==> src/rtl/scan_data_register.sv <==
// rtl/scan_data_register.sv - JTAG-style capture/shift/update data register with shift counter
// Optional single-bit bypass path enabled by defining SCAN_DR_BYPASS_EN.
module scan_data_register #(
  parameter int               WIDTH       = 8,
  parameter logic [WIDTH-1:0] RESET_VALUE = '0
) (
  input  logic                       ClockDR,
  input  logic                       Reset,
  input  logic                       TDI,
  input  logic                       CaptureDR,
  input  logic                       ShiftDR,
  input  logic                       UpdateDR,
  input  logic                       Mode,
`ifdef SCAN_DR_BYPASS_EN
  input  logic                       Bypass,
`endif
  input  logic [WIDTH-1:0]           ParallelIn,
  output logic [WIDTH-1:0]           ParallelOut,
  output logic                       TDO,
  output logic [$clog2(WIDTH+1)-1:0] ShiftCount,
  output logic                       ShiftDone
);

  localparam int             CW   = $clog2(WIDTH + 1);
  localparam logic [CW-1:0] FULL = CW'(WIDTH);

  logic [WIDTH-1:0] sr_d, sr_q;
  logic [WIDTH-1:0] ur_d, ur_q;
  logic [WIDTH-1:0] sr_shift;
  logic [CW-1:0]    cnt_d, cnt_q;
  logic             byp;

`ifdef SCAN_DR_BYPASS_EN
  logic bb_d, bb_q;

  assign byp  = Bypass;
  assign bb_d = TDI & ShiftDR;

  always_ff @(posedge ClockDR) begin
    if (Reset) begin
      bb_q <= 1'b0;
    end else begin
      bb_q <= bb_d;
    end
  end

  assign TDO = byp ? bb_q : sr_q[0];
`else
  assign byp = 1'b0;
  assign TDO = sr_q[0];
`endif

  // Shift right with TDI entering at the MSB; also valid for WIDTH == 1.
  always_comb begin
    sr_shift            = sr_q >> 1;
    sr_shift[WIDTH-1]   = TDI;
  end

  always_comb begin
    sr_d  = sr_q;
    ur_d  = ur_q;
    cnt_d = cnt_q;
    if (!byp) begin
      if (UpdateDR) begin
        ur_d = sr_q;
      end
      if (CaptureDR) begin
        sr_d  = ParallelIn;
        cnt_d = '0;
      end else if (ShiftDR) begin
        sr_d = sr_shift;
        if (cnt_q != FULL) begin
          cnt_d = cnt_q + CW'(1);
        end
      end
    end
  end

  always_ff @(posedge ClockDR) begin
    if (Reset) begin
      sr_q  <= '0;
      ur_q  <= RESET_VALUE;
      cnt_q <= '0;
    end else begin
      sr_q  <= sr_d;
      ur_q  <= ur_d;
      cnt_q <= cnt_d;
    end
  end

  assign ParallelOut = Mode ? ur_q : ParallelIn;
  assign ShiftCount  = cnt_q;
  assign ShiftDone   = (cnt_q == FULL);

endmodule

==> config.mk <==
export PLATFORM = sky130hd
export DESIGN_NAME = scan_data_register
export DESIGN_NICKNAME = d
export VERILOG_FILES = /design/src/rtl/scan_data_register.sv
export SDC_FILE = /design/constraint.sdc
export NUM_CORES = 1
export LEC_CHECK = 0
export ABC_AREA = 1
export ABC_CLOCK_PERIOD_IN_PS = 1360
export CAP_MARGIN = 15
export CELL_PAD_IN_SITES_DETAIL_PLACEMENT = 2
export CELL_PAD_IN_SITES_GLOBAL_PLACEMENT = 2
export CORE_MARGIN = 3
export CORE_UTILIZATION = 24
export DETAILED_ROUTE_END_ITERATION = 10
export GPL_ROUTABILITY_DRIVEN = 0
export GPL_TIMING_DRIVEN = 0
export PLACE_DENSITY_LB_ADDON = 0.1
export SLEW_MARGIN = 40
export SYNTH_ARGS = -nofsm -noshare
export SYNTH_HDL_FRONTEND = slang
export SYNTH_SLANG_ARGS = --single-unit
==> constraint.sdc <==
create_clock -name ClockDR -period 1.36 [get_ports ClockDR]
set_clock_uncertainty 0.05 [all_clocks]
set_input_delay 0.408 -clock ClockDR [delete_from_list [all_inputs] [get_ports ClockDR]]
set_output_delay 0.408 -clock ClockDR [all_outputs]
set_load 0.005 [all_outputs]
=== Word level (Yosys, flattened, before mapping) ===
Cells that the tools add are included.

* Output and inout port bits: 14
* Register bits after elaboration: 20
* Input bits: 15
* Word-level logic and storage cells: 12

* $add $sub $neg: 1
* Reduce and logical (&&, ||, !) cells: 3
* Multiplexer cells: 3
* Equality and inequality tests: 2

{| class="wikitable"
|+ Operators with widths
! operator !! count
|-
| $mux W8 || 3
|-
| $add A4 B1 Y4 const B || 1
|-
| $eq A4 B4 Y1 const B || 1
|-
| $ne A4 B4 Y1 const B || 1
|-
| $reduce_and A2 Y1 || 1
|-
| $reduce_bool A2 Y1 || 1
|-
| $reduce_or A2 Y1 || 1
|}

=== Logic depth before layout (Yosys ltp) ===
* Depth in word-level cells: 2
* Gate-level depth with buffers: 6
* Depth with buffers taken out: 6

=== Least setup slack after synthesis ===
No wires, ideal clock.

* Kind: reg-to-output
* Start point: register cnt_q[0], in the netlist ShiftCount[0]
* End point: output ShiftDone
* Slack: 55 ps
* Cell stages (with the launch flop): 5
* Path buffers: 0
* Required time: 902 ps
* Arrival time: 847 ps
* Cells stage by stage: dfxtp_1 > inv_1 > ha_1 > nand3_1 > inv_1

* Cells in the longest elaborated chain, start to end: 1

{| class="wikitable"
|+ Ends and longest elaborated chain
! item !! line !! source
|-
| start: declaration || 30 || <nowiki>logic [CW-1:0] cnt_d, cnt_q;</nowiki>
|-
| start signal: assignment || 87 || <nowiki>cnt_q <= cnt_d;</nowiki>
|-
| $eq A4 B4 Y1 || 93 || <nowiki>assign ShiftDone = (cnt_q == FULL);</nowiki>
|-
| end: declaration || 21 || <nowiki>output logic ShiftDone</nowiki>
|}

Every way passes these cells.

=== Final worst setup path ===
Same ends and word-level chain as after synthesis.

==> results.txt <==
* Run status: finished with violations
- The checks that failed: setup timing.
* Die height: roughly 69 um
- Synthesis inferred 20 register bits.
- Measured along the x axis, the die boundary spans 69.4 um.
- Setup ws final: -125 ps
- During I/O placement, the number of pins put on the boundary was 29.
- The startpoint identified for the worst hold timing path is UpdateDR.
- The floorplan step defined a core boundary enclosing 3770 um^2.
* Routed met1 length: 1490 um
- In the routed layout, each cell is associated on average with a via count of 4.57.
- Nets: about 210
- In the detailed route, the total length drawn on met2 is 1700 um.
* WS Path Type: reg -> out
* Sequential element share of the synthesized area: 0.416
- The number of antenna violations at the first check in global routing came to 0.
* Cell Pwr Density: 908 nW/um^2
* Synthesized area per cell: 6.93 um^2
* Final period utilization: 1.09
- Counting cells, the worst reg-to-reg path comes to 7.
* Routed wire length: 3350 um
- In this run the register-to-register setup slack is around 140 ps.
- For this run, the total global-route usage over all layers was measured as 0.146.
- Global routing finished with a remaining overflow of 0.
- Root buffer cell: sky130_fd_sc_hd__clkbuf_8
- Critical-path maximum fanout: 2
- The floorplan has 22 rows.
* Max Cap Violations: 0
* Largest vdd supply drop: 0.526 mV
* Final hold violation count: 0
- Per-cell routed wire length: 14.1 um
* Count of antenna diodes in the layout: 0
* Number of instances in the synthesized netlist: 139
* Via count of the first global-routing pass: about 1200
- Measured against its own limit, the worst slew margin works out to 0.762.
- Maximum root-to-sink buffer count: 2
- RSZ-0062 raised after global routing: true
- Initial core utilization: 0.255
- Worst hold path depth: 3
* Placement-stage worst setup slack: -1060 ps
* Required time reported for the critical path endpoint: 900 ps
* Worst hold path class: in -> reg
- Critical path arrival: 1030 ps
* Setup violation total in the final timing report: 3
- Critical Path Source Type: flop
- Synth-to-layout area growth: 57.5%
* FF-to-FF End: ShiftCount[0]$_SDFFE_PP0P_
* Hold Crit Endpoint: ur_q[4]$_SDFFE_PP0P_
* Peak per-stage delay on the critical path: 370 ps
* Static leakage: 0.000698 uW
- Placed inst area: roughly 1300 um^2
- Top routing layer used: met4
* Cell area after synthesis: roughly 960 um^2
- Num Clock Sinks: 20
* Largest net degree at the start of global routing: 12
- The synthesized netlist contains 16 unique library cells.
- Derived from the worst setup path, the maximum achievable clock frequency is between 600 and 700 MHz.
* Pins over their slew limit: 0
- The die covers 4810 um^2.
* Count of input and output buffers: 24
- TritonCTS clock tree: built
* Synthesized netlist net count: 156
- Cell area after layout: ~1500 um^2
- The final route contains between 1000 and 1500 vias.
* Number of DRC markers in iteration 0: 20
* Antenna viol nets, final: 0
* Endpoint class of the critical path: output pin
* Initial DRT Pass Iterations: 4
- TritonCTS created 3 clock buffers.
- The startpoint identified for the worst register-to-register timing path is ShiftCount[0]$_SDFFE_PP0P_.
- Post-layout minimum cycle time: 1480 ps
- Cell Chain, Critical Path: inv_4, ha_4, nand3_2, inv_1, buf_2
- Met3 WL: 105 um
* Half-perimeter wire length of the detailed placement result: 2300 um
- Least-Margin Pin Slew: 356 ps
- The slowest stage of the critical path belongs to the cell sky130_fd_sc_hd__dfxtp_4.
* Residual DRC count: 0
- Clock-pin slew on the worst setup and hold paths: 80 ps
- YS warnings: 0
- For the worst-skew pair, the clock arrives at the later sink with an insertion delay of ~260 ps.
- The first global-routing pass estimated 5720 um of wire.
- CTS HTree Levels: 1
- Share of layout cells above drive strength 1: 0.439
cell usage after synthesis:
| cell type | count | share of area |
|---|---|---|
| sky130_fd_sc_hd__nand2_1 | 30 | 0.12 |
| sky130_fd_sc_hd__dfxtp_1 | 20 | 0.42 |
| sky130_fd_sc_hd__a21oi_1 | 18 | 0.094 |
| sky130_fd_sc_hd__inv_1 | 16 | 0.062 |
| sky130_fd_sc_hd__nor2_1 | 14 | 0.055 |
| sky130_fd_sc_hd__nor3_1 | 8 | 0.042 |
| sky130_fd_sc_hd__o21ai_0 | 8 | 0.042 |
| sky130_fd_sc_hd__buf_2 | 6 | 0.031 |
| sky130_fd_sc_hd__o21ai_1 | 5 | 0.026 |
| sky130_fd_sc_hd__nand3_1 | 4 | 0.021 |
| sky130_fd_sc_hd__o21ai_2 | 3 | 0.027 |
| sky130_fd_sc_hd__buf_6 | 2 | 0.023 |
| sky130_fd_sc_hd__ha_1 | 2 | 0.026 |
| sky130_fd_sc_hd__a31oi_1 | 1 | 0.0065 |
| sky130_fd_sc_hd__nand4_1 | 1 | 0.0065 |
| sky130_fd_sc_hd__or2_1 | 1 | 0.0065 |
placed cells by master, fill, tap and decap left out, drive strengths merged:
cell type       n
buf            42
nand2          30
dfxtp          20
a21oi          18
o21ai          16
inv            16
nor2           14
nor3            8
clkbuf          7
dlygate4sd2     4
clkdlybuf4s15   4
nand3           4
ha              2
a31oi           1
or2             1
nand4           1
clkdlybuf4s50   1
flip-flops by register name, summed over array words and instances (netlist names):
signal      cells
sr_q            8
ShiftCount      4
ur_q            8
cell families after synthesis:
group,Yosys count,synth area share
AND/OR/NAND/NOR,58,0.247
AO/OA/AOI/OAI,35,0.195
buffers and inverters,24,0.117
flip-flops,20,0.416
adder cells (fa/ha/maj),2,0.0260
worst max path at each step:
stage          slack [ps]  depth (start not counted)        endpoint                        from
2_1_floorplan          50                          4       ShiftDone  ShiftCount[0]$_SDFFE_PP0P_
3_3_place_gp        -1020                          5  ParallelOut[5]                        Mode
3_5_place_dp        -1060                          5  ParallelOut[2]                        Mode
4_1_cts              -140                          5       ShiftDone  ShiftCount[0]$_SDFFE_PP0P_
5_1_grt              -180                          5       ShiftDone  ShiftCount[0]$_SDFFE_PP0P_
6_report             -120                          5       ShiftDone  ShiftCount[0]$_SDFFE_PP0P_
cell type report:
| cell class | count | area, um^2 |
|---|---|---|
| timing repair buffer | 46 | 358 |
| clock buffer | 4 | 55.1 |
| fill | 433 | 2250 |
| inverter | 16 | 65.1 |
| buffer | 8 | 62.6 |
| multi-input combinational | 95 | 503 |
| tap | 48 | 60.1 |
| sequential | 20 | 414 |
critical path: cells and delay by family, from the launching register on:
| family | cells | cell delay (ps) |
|---|---|---|
| adders and majority gates | 1 | 150 |
| buffers and inverters | 3 | 180 |
| DFF | 1 | 370 |
| and+or+nand+nor | 1 | 60 |
per-layer routing:
metal,up-vias,global-route usage
met1,508,0.174
met5,-,0
li1,549,-
met4,0,0.0521
met3,5,0.0275
met2,20,0.257
per-stage QoR:
stage | total power (uW) | util | cells | setup TNS [ps] | hold WS (ps)
after CTS | 1370 | 0.377 | 231 | -141 | 410
after global placement | 866 | 0.335 | 211 | -8570 | 401
after detailed placement | 877 | 0.335 | 211 | -8890 | 409
after global routing | 1460 | 0.402 | 237 | -364 | 423
final | 1380 | 0.402 | 237 | -206 | 410
after floorplan | 765 | - | 139 | 0 | 391
report_power, final:
part	total (uW)	switching, uW	internal [uW]
sequential	646	28.2	617
clock	468	210	258
combinational	264	129	135
total	1380	367	1010
what timing repair did:
item / in CTS / in global routing
pin swaps: 9 / 8
gates resized for setup: 98 / 28
hold buffers: 0 / 0
setup buffers: 15 / 6
setup endpoints to repair: 14 / 9
cloned: 1 / 0
No activity file was read; power rests on OpenSTA's default activity.
